==> src/rtl/cau_scheduler.sv <==
// Round-robin job scheduler for the convolution accelerator unit.
// Grants one requester at a time and sequences the controller through
// load-kernel, load-data and run, skipping the kernel load when the same
// requester asks to reuse the kernel that is already resident.
module cau_scheduler #(
  parameter int NUM_REQ    = 2,
  parameter int BUS_W      = 72,
  parameter int RUN_CYCLES = 11
) (
  input  logic                     clk,
  input  logic                     rst,
  input  logic [NUM_REQ-1:0]       req,
  input  logic [NUM_REQ-1:0]       reuse,
  input  logic [NUM_REQ*BUS_W-1:0] kernel_in,
  input  logic [NUM_REQ*BUS_W-1:0] data_in,
  input  logic                     abort,
  output logic [NUM_REQ-1:0]       grant,
  output logic [NUM_REQ-1:0]       done,
  output logic                     busy,
  output logic                     select,
  output logic [1:0]               opcode,
  output logic [BUS_W-1:0]         bus
);

  localparam int IDX_W = (NUM_REQ > 1) ? $clog2(NUM_REQ) : 1;
  localparam int CNT_W = $clog2(RUN_CYCLES + 1);

  typedef enum logic [2:0] {
    S_IDLE   = 3'd0,
    S_LOAD_K = 3'd1,
    S_LOAD_D = 3'd2,
    S_RUN    = 3'd3,
    S_DONE   = 3'd4
  } state_t;

  state_t             state, state_nxt;
  logic [IDX_W-1:0]   idx;
  logic [IDX_W-1:0]   rr_ptr;
  logic [IDX_W-1:0]   kern_owner;
  logic               kernel_valid;
  logic [CNT_W-1:0]   cnt;

  logic               pick_hit;
  logic [IDX_W-1:0]   pick_idx;
  logic [NUM_REQ-1:0] pick_oh;
  logic               start;
  logic               skip_k;
  logic               run_last;
  logic [IDX_W-1:0]   next_ptr;

  // First asserted request at or above rr_ptr, else the lowest one (wrap)
  always_comb begin
    pick_hit = 1'b0;
    pick_idx = '0;
    for (int i = 0; i < NUM_REQ; i++) begin
      if (!pick_hit && req[i] && (IDX_W'(i) >= rr_ptr)) begin
        pick_hit = 1'b1;
        pick_idx = IDX_W'(i);
      end
    end
    for (int i = 0; i < NUM_REQ; i++) begin
      if (!pick_hit && req[i]) begin
        pick_hit = 1'b1;
        pick_idx = IDX_W'(i);
      end
    end
  end

  // One-hot form of the winning index
  always_comb begin
    pick_oh = '0;
    for (int i = 0; i < NUM_REQ; i++) begin
      pick_oh[i] = (pick_idx == IDX_W'(i));
    end
  end

  assign start    = (state == S_IDLE) && pick_hit && !abort;
  assign skip_k   = reuse[pick_idx] && kernel_valid && (kern_owner == pick_idx);
  assign run_last = (cnt == CNT_W'(RUN_CYCLES - 1));
  assign next_ptr = (idx == IDX_W'(NUM_REQ - 1)) ? '0 : idx + 1'b1;

  // State register
  always_ff @(posedge clk or negedge rst) begin
    if (!rst) state <= S_IDLE;
    else      state <= state_nxt;
  end

  // Next-state logic; abort returns to IDLE from any active state
  always_comb begin
    state_nxt = state;
    case (state)
      S_IDLE:   if (start) state_nxt = skip_k ? S_LOAD_D : S_LOAD_K;
      S_LOAD_K: state_nxt = abort ? S_IDLE : S_LOAD_D;
      S_LOAD_D: state_nxt = abort ? S_IDLE : S_RUN;
      S_RUN:    if (abort) state_nxt = S_IDLE;
                else if (run_last) state_nxt = S_DONE;
      S_DONE:   state_nxt = S_IDLE;
      default:  state_nxt = S_IDLE;
    endcase
  end

  // Controller command outputs decoded from the current state
  always_comb begin
    select = 1'b0;
    opcode = 2'b00;
    bus    = '0;
    busy   = (state != S_IDLE);
    case (state)
      S_LOAD_K: begin
        select = 1'b1;
        opcode = 2'b01;
        bus    = kernel_in[int'(idx)*BUS_W +: BUS_W];
      end
      S_LOAD_D: begin
        select = 1'b1;
        opcode = 2'b10;
        bus    = data_in[int'(idx)*BUS_W +: BUS_W];
      end
      S_RUN:   select = 1'b1;
      default: ;
    endcase
  end

  // Grant, completion pulse, arbitration pointer, kernel tracking, run count
  always_ff @(posedge clk or negedge rst) begin
    if (!rst) begin
      grant        <= '0;
      done         <= '0;
      rr_ptr       <= '0;
      kernel_valid <= 1'b0;
      cnt          <= '0;
    end else begin
      done <= '0;
      case (state)
        S_IDLE: if (start) grant <= pick_oh;
        S_LOAD_K, S_LOAD_D, S_RUN: begin
          if (abort) begin
            grant        <= '0;
            kernel_valid <= 1'b0;
            rr_ptr       <= next_ptr;
          end else if (state == S_LOAD_K) begin
            kernel_valid <= 1'b1;
          end else if (state == S_LOAD_D) begin
            cnt <= '0;
          end else begin
            cnt <= cnt + 1'b1;
          end
        end
        S_DONE: begin
          grant  <= '0;
          rr_ptr <= next_ptr;
          if (abort) kernel_valid <= 1'b0;
          else       done         <= grant;
        end
        default: ;
      endcase
    end
  end

  // Job owner and resident-kernel owner; only meaningful while qualified
  always_ff @(posedge clk) begin
    if (start)                          idx        <= pick_idx;
    if ((state == S_LOAD_K) && !abort)  kern_owner <= idx;
  end

endmodule

==> config.mk <==
export PLATFORM = sky130hd
export DESIGN_NAME = cau_scheduler
export DESIGN_NICKNAME = d
export VERILOG_FILES = /design/src/rtl/cau_scheduler.sv
export SDC_FILE = /design/constraint.sdc
export NUM_CORES = 1
export LEC_CHECK = 0
export CAP_MARGIN = 15
export CORE_AREA = 2 2 147 149
export CTS_CLUSTER_DIAMETER = 200
export DETAILED_ROUTE_END_ITERATION = 16
export DIE_AREA = 0 0 149 151
export MAX_ROUTING_LAYER = met4
export SYNTH_ARGS = -nofsm -noshare
export SYNTH_HDL_FRONTEND = slang
export SYNTH_SLANG_ARGS = --single-unit
==> constraint.sdc <==
create_clock -name clk -period 3 [get_ports clk]
set_clock_uncertainty 0.15 [all_clocks]
set_input_delay 0.45 -clock clk [delete_from_list [all_inputs] [get_ports clk]]
set_output_delay 0.45 -clock clk [all_outputs]
set_load 0.005 [all_outputs]
Word level (Yosys, flattened, before mapping). Cells that the tools add are included. Widths: inputs -> output; s select.

Input port bits: 295. Output and inout bits: 80. Word-level logic and storage cells: 85. Register bits: 15.

Reductions and logical operators: 24. Add/subtract/negate cells: 2. Equal/unequal tests: 11. Muxes and demuxes: 31. Shift operators: 2. Bitwise logic cells: 3. Order comparisons: 3. Multiply operators: 1.

Operators with widths (count): $pmux 72 s2 (1); $shiftx 144x32->72 (1); $shiftx 144x9->72 (1); $mux 1 (15); $mux 2 (6); $pmux 3 s4 (1); $logic_and 1x1->1 (10); $mux 3 (3); $eq 3x2->1 const B (2); $pmux 2 s3 (1); $reduce_and 2->1 (3); $reduce_and 3->1 (2); $reduce_bool 3->1 (2); $mul 1x4->5 const B (1); $add 4x1->4 const B (1); $eq 4x4->1 const B (1); $logic_not 1->1 (4); $mux 4 (1); $ne 2x2->1 const B (2); $pmux 1 s2 (2); $pmux 2 s2 (1); $eq 3x1->1 const B (1); $eq 3x3->1 const B (1); $logic_not 3->1 (1); 10 further kinds (13).

Longest topological paths before layout.
Word-level depth: 20. Gate-level depth with buffers: 6. Mapped depth without buffers: 5.

Worst setup path before layout. OpenSTA, ideal clock, no wires.

Kind: reg2out. From: reg state[0]. To: out bus[63]. Path slack: 0.697 ns. Data required time: 2.400 ns. Arrival: 1.703 ns. Path buffers: 3. Cell stages (with the launch flop): 7. Cell sequence: dfrtp_1 > buf_6 > nor3b_4 > buf_6 > buf_8 > mux4_2 > nor2b_1.

Longest elaborated chain between the ends: 2. Elaborated cells on any way between the ends: 3. Classes of those cells: eq/ne: 2; mux: 1.

RTL lines: start, declared (line 36) `state_t state, state_nxt;`; start signal, assigned (line 85) `else state <= state_nxt;`; $eq 3x2->1 or $eq 3x1->1 (tied branches) (line 108) `case (state)`; $pmux 72 s2 (*) (line 108); end, declared (line 22) `output logic [BUS_W-1:0] bus`.

Every way passes the cells marked *; elsewhere a longest branch is shown, timed or not.

Worst setup path in the final report.
From: reg state[2]. To: out bus[60].

The elaborated chain is that of the path after synthesis.

==> impl_metrics.csv <==
group,metric,value,unit
outcome,status,"finished clean",
final_layout,most-common-layout-cells,"340 x clkdlybuf4s50_1, 73 x nor2b_1, 72 x mux4_2",
setup_path,cp-start-kind,"register",
placement,post-dp-hpwl,14.6,mm
final_layout,layout-drive-gt1-share,18.2,%
floorplanning,die_x,149,um
setup_path,path_cells,"nor3b_4 > buf_4 > buf_12 > mux4_2 > nor2b_1 > clkdlybuf4s50_1",
logic_synthesis,synthDistinctLibCells,35,
logic_synthesis,ys_seq_elements,15,
routing,drc_errors,0,
clocking,numCtsBuffers,3,
floorplanning,die-area,22500,um2
clocking,cts_tree,"yes",
clocking,ctsHtreeMaxLevel,1,
floorplanning,io_pins,375,
setup_path,crit_path_max_incr_delay,0.54,ns
power,power_frac_seq,8.9,%
placement,place_congestion,0.760,
floorplanning,std_cell_rows,53,
logic_synthesis,yosys_warnings,0,
power,ir_drop,0.239,mV
final_layout,synthToLayoutAreaGrowth,146,%
grt,antenna_found_initial,5,
power,p_int,2.39,mW
clocking,worstSkewPairLatency,0.25,ns
clocking,cts.clk_slew.worst_paths,0.05,ns
power,power.share.combinational,83.9,%
setup_path,cp_top_family,"buffers and inverters",
routing,drtIter0Drc,123,
clocking,cts_hold_buf,0,
placement,dp.cells,883,
final_layout,fin_area,7550,um2
sta,tightest_slew,0.654,ns
sta,layout_min_cycle_time,3.00,ns
setup_path,cp_slowest_cell,"mux4_2",
routing,routed_wl,18.2,mm
final_layout,fill_cells,2100,
power,clockPowerShare,7.2,%
routing,vias,3856,
logic_synthesis,syn_avg_cell_area,12.4,um2
setup_path,worst-path-buf-inv,3,
grt,grt_pass1_wl,24.2,mm
power,cellPowerDensity,483,nW/um2
sta,max_freq,0.334,GHz
floorplanning,core_area,20800,um2
setup_path,arrival,2.40,ns
setup_path,end_kind,"output pin",
clocking,cts_num_sinks,15,
clocking,cts-root-buf,"clkbuf_16",
grt,grt_pass1_vias,3823,
routing,dr.pass1.iters,6,
routing,viasPerCell,4.22,
setup_path,cp_max_fo,10,
setup_path,crit_type,"reg -> out",
logic_synthesis,synth_nets,544,
final_layout,final_nets,931,
flow_run,maxCapViolCount,0,
worst_hold_path,worstHoldPathType,"reg -> reg",
sta,period_share,99.9,%
sta,finalSetupViolations,0,
placement,placed_area,7110,um2
grt,grt_start_max_net_pins,38,
logic_synthesis,syn_area,3070,um2
final_layout,final_common_cell,"clkdlybuf4s50_1",
sta,slew_viol_final,0,
grt,grt_overflow,0,
grt,grt_usage,14.7,%
setup_path,worst_ep_required_time,2.40,ns
placement,port_buffers,374,
logic_synthesis,postSynthCellCount,247,
sta,rsz0062_at_grt,"yes",
sta,max_slew_margin,56.0,%
final_layout,fin_cells,913,
logic_synthesis,seq_area_frac_synth,12.6,%
floorplanning,initial_utilization,14.7,%
routing,wl_per_cell,19.9,um
sta,hold_viol_final,0,
clocking,clockBufferDepth,2,
routing,drtAntennaViolNets,0,
power,p_sw,1.25,mW
floorplanning,die-height,151,um
power,swShare,34.3,%
power,leakagePower,3.14,nW
## state kept, by name, indices dropped and copies added (netlist names)
signal and flops:
rr_ptr 1, state 3, done 2, cnt 4, idx 1, kernel_valid 1
grant 2, kern_owner 1
## cell usage after synthesis (all sizes together)
library cell / count / area, um2
nor2b: 73 / 457
mux4: 72 / 1620
clkbuf: 18 / 67.6
dfrtp: 13 / 325
buf: 10 / 156
nand2: 10 / 37.5
o21ai: 9 / 45.0
inv: 6 / 22.5
nor2: 6 / 22.5
mux2i: 5 / 50.1
and4: 2 / 17.5
edfxtp: 2 / 60.1
ha: 2 / 25.0
nor3b: 2 / 26.3
a2111oi: 1 / 8.76
a21o: 1 / 7.51
a21oi: 1 / 5.00
a22o: 1 / 8.76
a32o: 1 / 10.0
and2: 1 / 6.26
and4b: 1 / 10.0
mux2: 1 / 11.3
nand2b: 1 / 6.26
nand3: 1 / 5.00
nand3b: 1 / 7.51
nand4b: 1 / 8.76
o21bai: 1 / 7.51
o31ai: 1 / 7.51
o32ai: 1 / 8.76
or3b: 1 / 8.76
xor2: 1 / 8.76
## worst min-delay path, cell delays in order, from the launching register on
cell     delay [ns]
dfrtp_1        0.37
inv_1          0.05
mux2i_1        0.05
## repair_timing
item,CTS,global route
gates resized for setup,2,37
buffers inserted,2,14
gates cloned,1,4
setup endpoints to repair,52,71
pin swaps,1,0
## routing by layer
layer | routed length, um | track usage (%) | up-vias
met5 | 0 | - | -
met4 | 181 | 2.29 | 0
met3 | 1540 | 3.37 | 11
met2 | 9330 | 25.2 | 190
met1 | 7100 | 17.9 | 1897
li1 | - | - | 1758
## final timing paths
| path | from | to | slack (ns) | cells after the start |
|---|---|---|---|---|
| worst max register to register | state[2] | cnt[2] | 1.27 | 5 |
| max in group asynchronous | rst | done[0] | 1.87 | 1 |
| worst max-delay path | state[2] | bus[60] | 0.002 | 6 |
| worst min-delay path | rr_ptr | rr_ptr | 0.37 | 2 |
| min in group asynchronous | rst | cnt[3] | 0.44 | 1 |
| worst min register to register | rr_ptr | rr_ptr | 0.37 | 2 |
## logic make-up after synthesis
kind of cell,count (synthesis),synth area share (%)
simple gates,100,20.0
mux,78,54.8
buf+inv,34,8.03
compound gates,17,3.55
flops,15,12.6
fa+ha+maj,2,0.815
xor+xnor,1,0.285
## through the flow
stage | hold WS, ns | setup TNS (ns) | total power [mW] | utilization (%) | worst slack, ns
finish | 0.367 | 0 | 3.65 | 36.2 | 0.00214
global route | 0.384 | -3.16 | 3.90 | 36.2 | -0.121
CTS | 0.374 | -0.0315 | 3.56 | 34.7 | -0.0142
detailed placement | 0.363 | 0 | 3.24 | 34.2 | 0.197
global placement | 0.350 | 0 | 3.24 | 34.2 | 0.188
floorplan | 0.00441 | 0 | 1.72 | - | 0.697
## cell type report
cell class	instances	area, um2	share of cell area [%]
diodes	5	12.5	0.166
clock buffers	4	78.8	1.04
inverters	6	22.5	0.298
well taps	275	344	4.56
flip-flops and latches	15	385	5.11
multi-input cells	198	2440	32.3
repair buffers	410	4260	56.5
## power groups by stage
| stage | logic (mW) | registers (mW) | clock network, mW |
|---|---|---|---|
| finish | 3.06 | 0.324 | 0.262 |
| global route | 3.30 | 0.331 | 0.275 |
| CTS | 2.97 | 0.324 | 0.267 |
| detailed placement | 2.91 | 0.328 | 0 |
| global placement | 2.91 | 0.325 | 0 |
| floorplan | 1.41 | 0.309 | 0 |
Note: power is estimated with default switching activity, not from simulation.
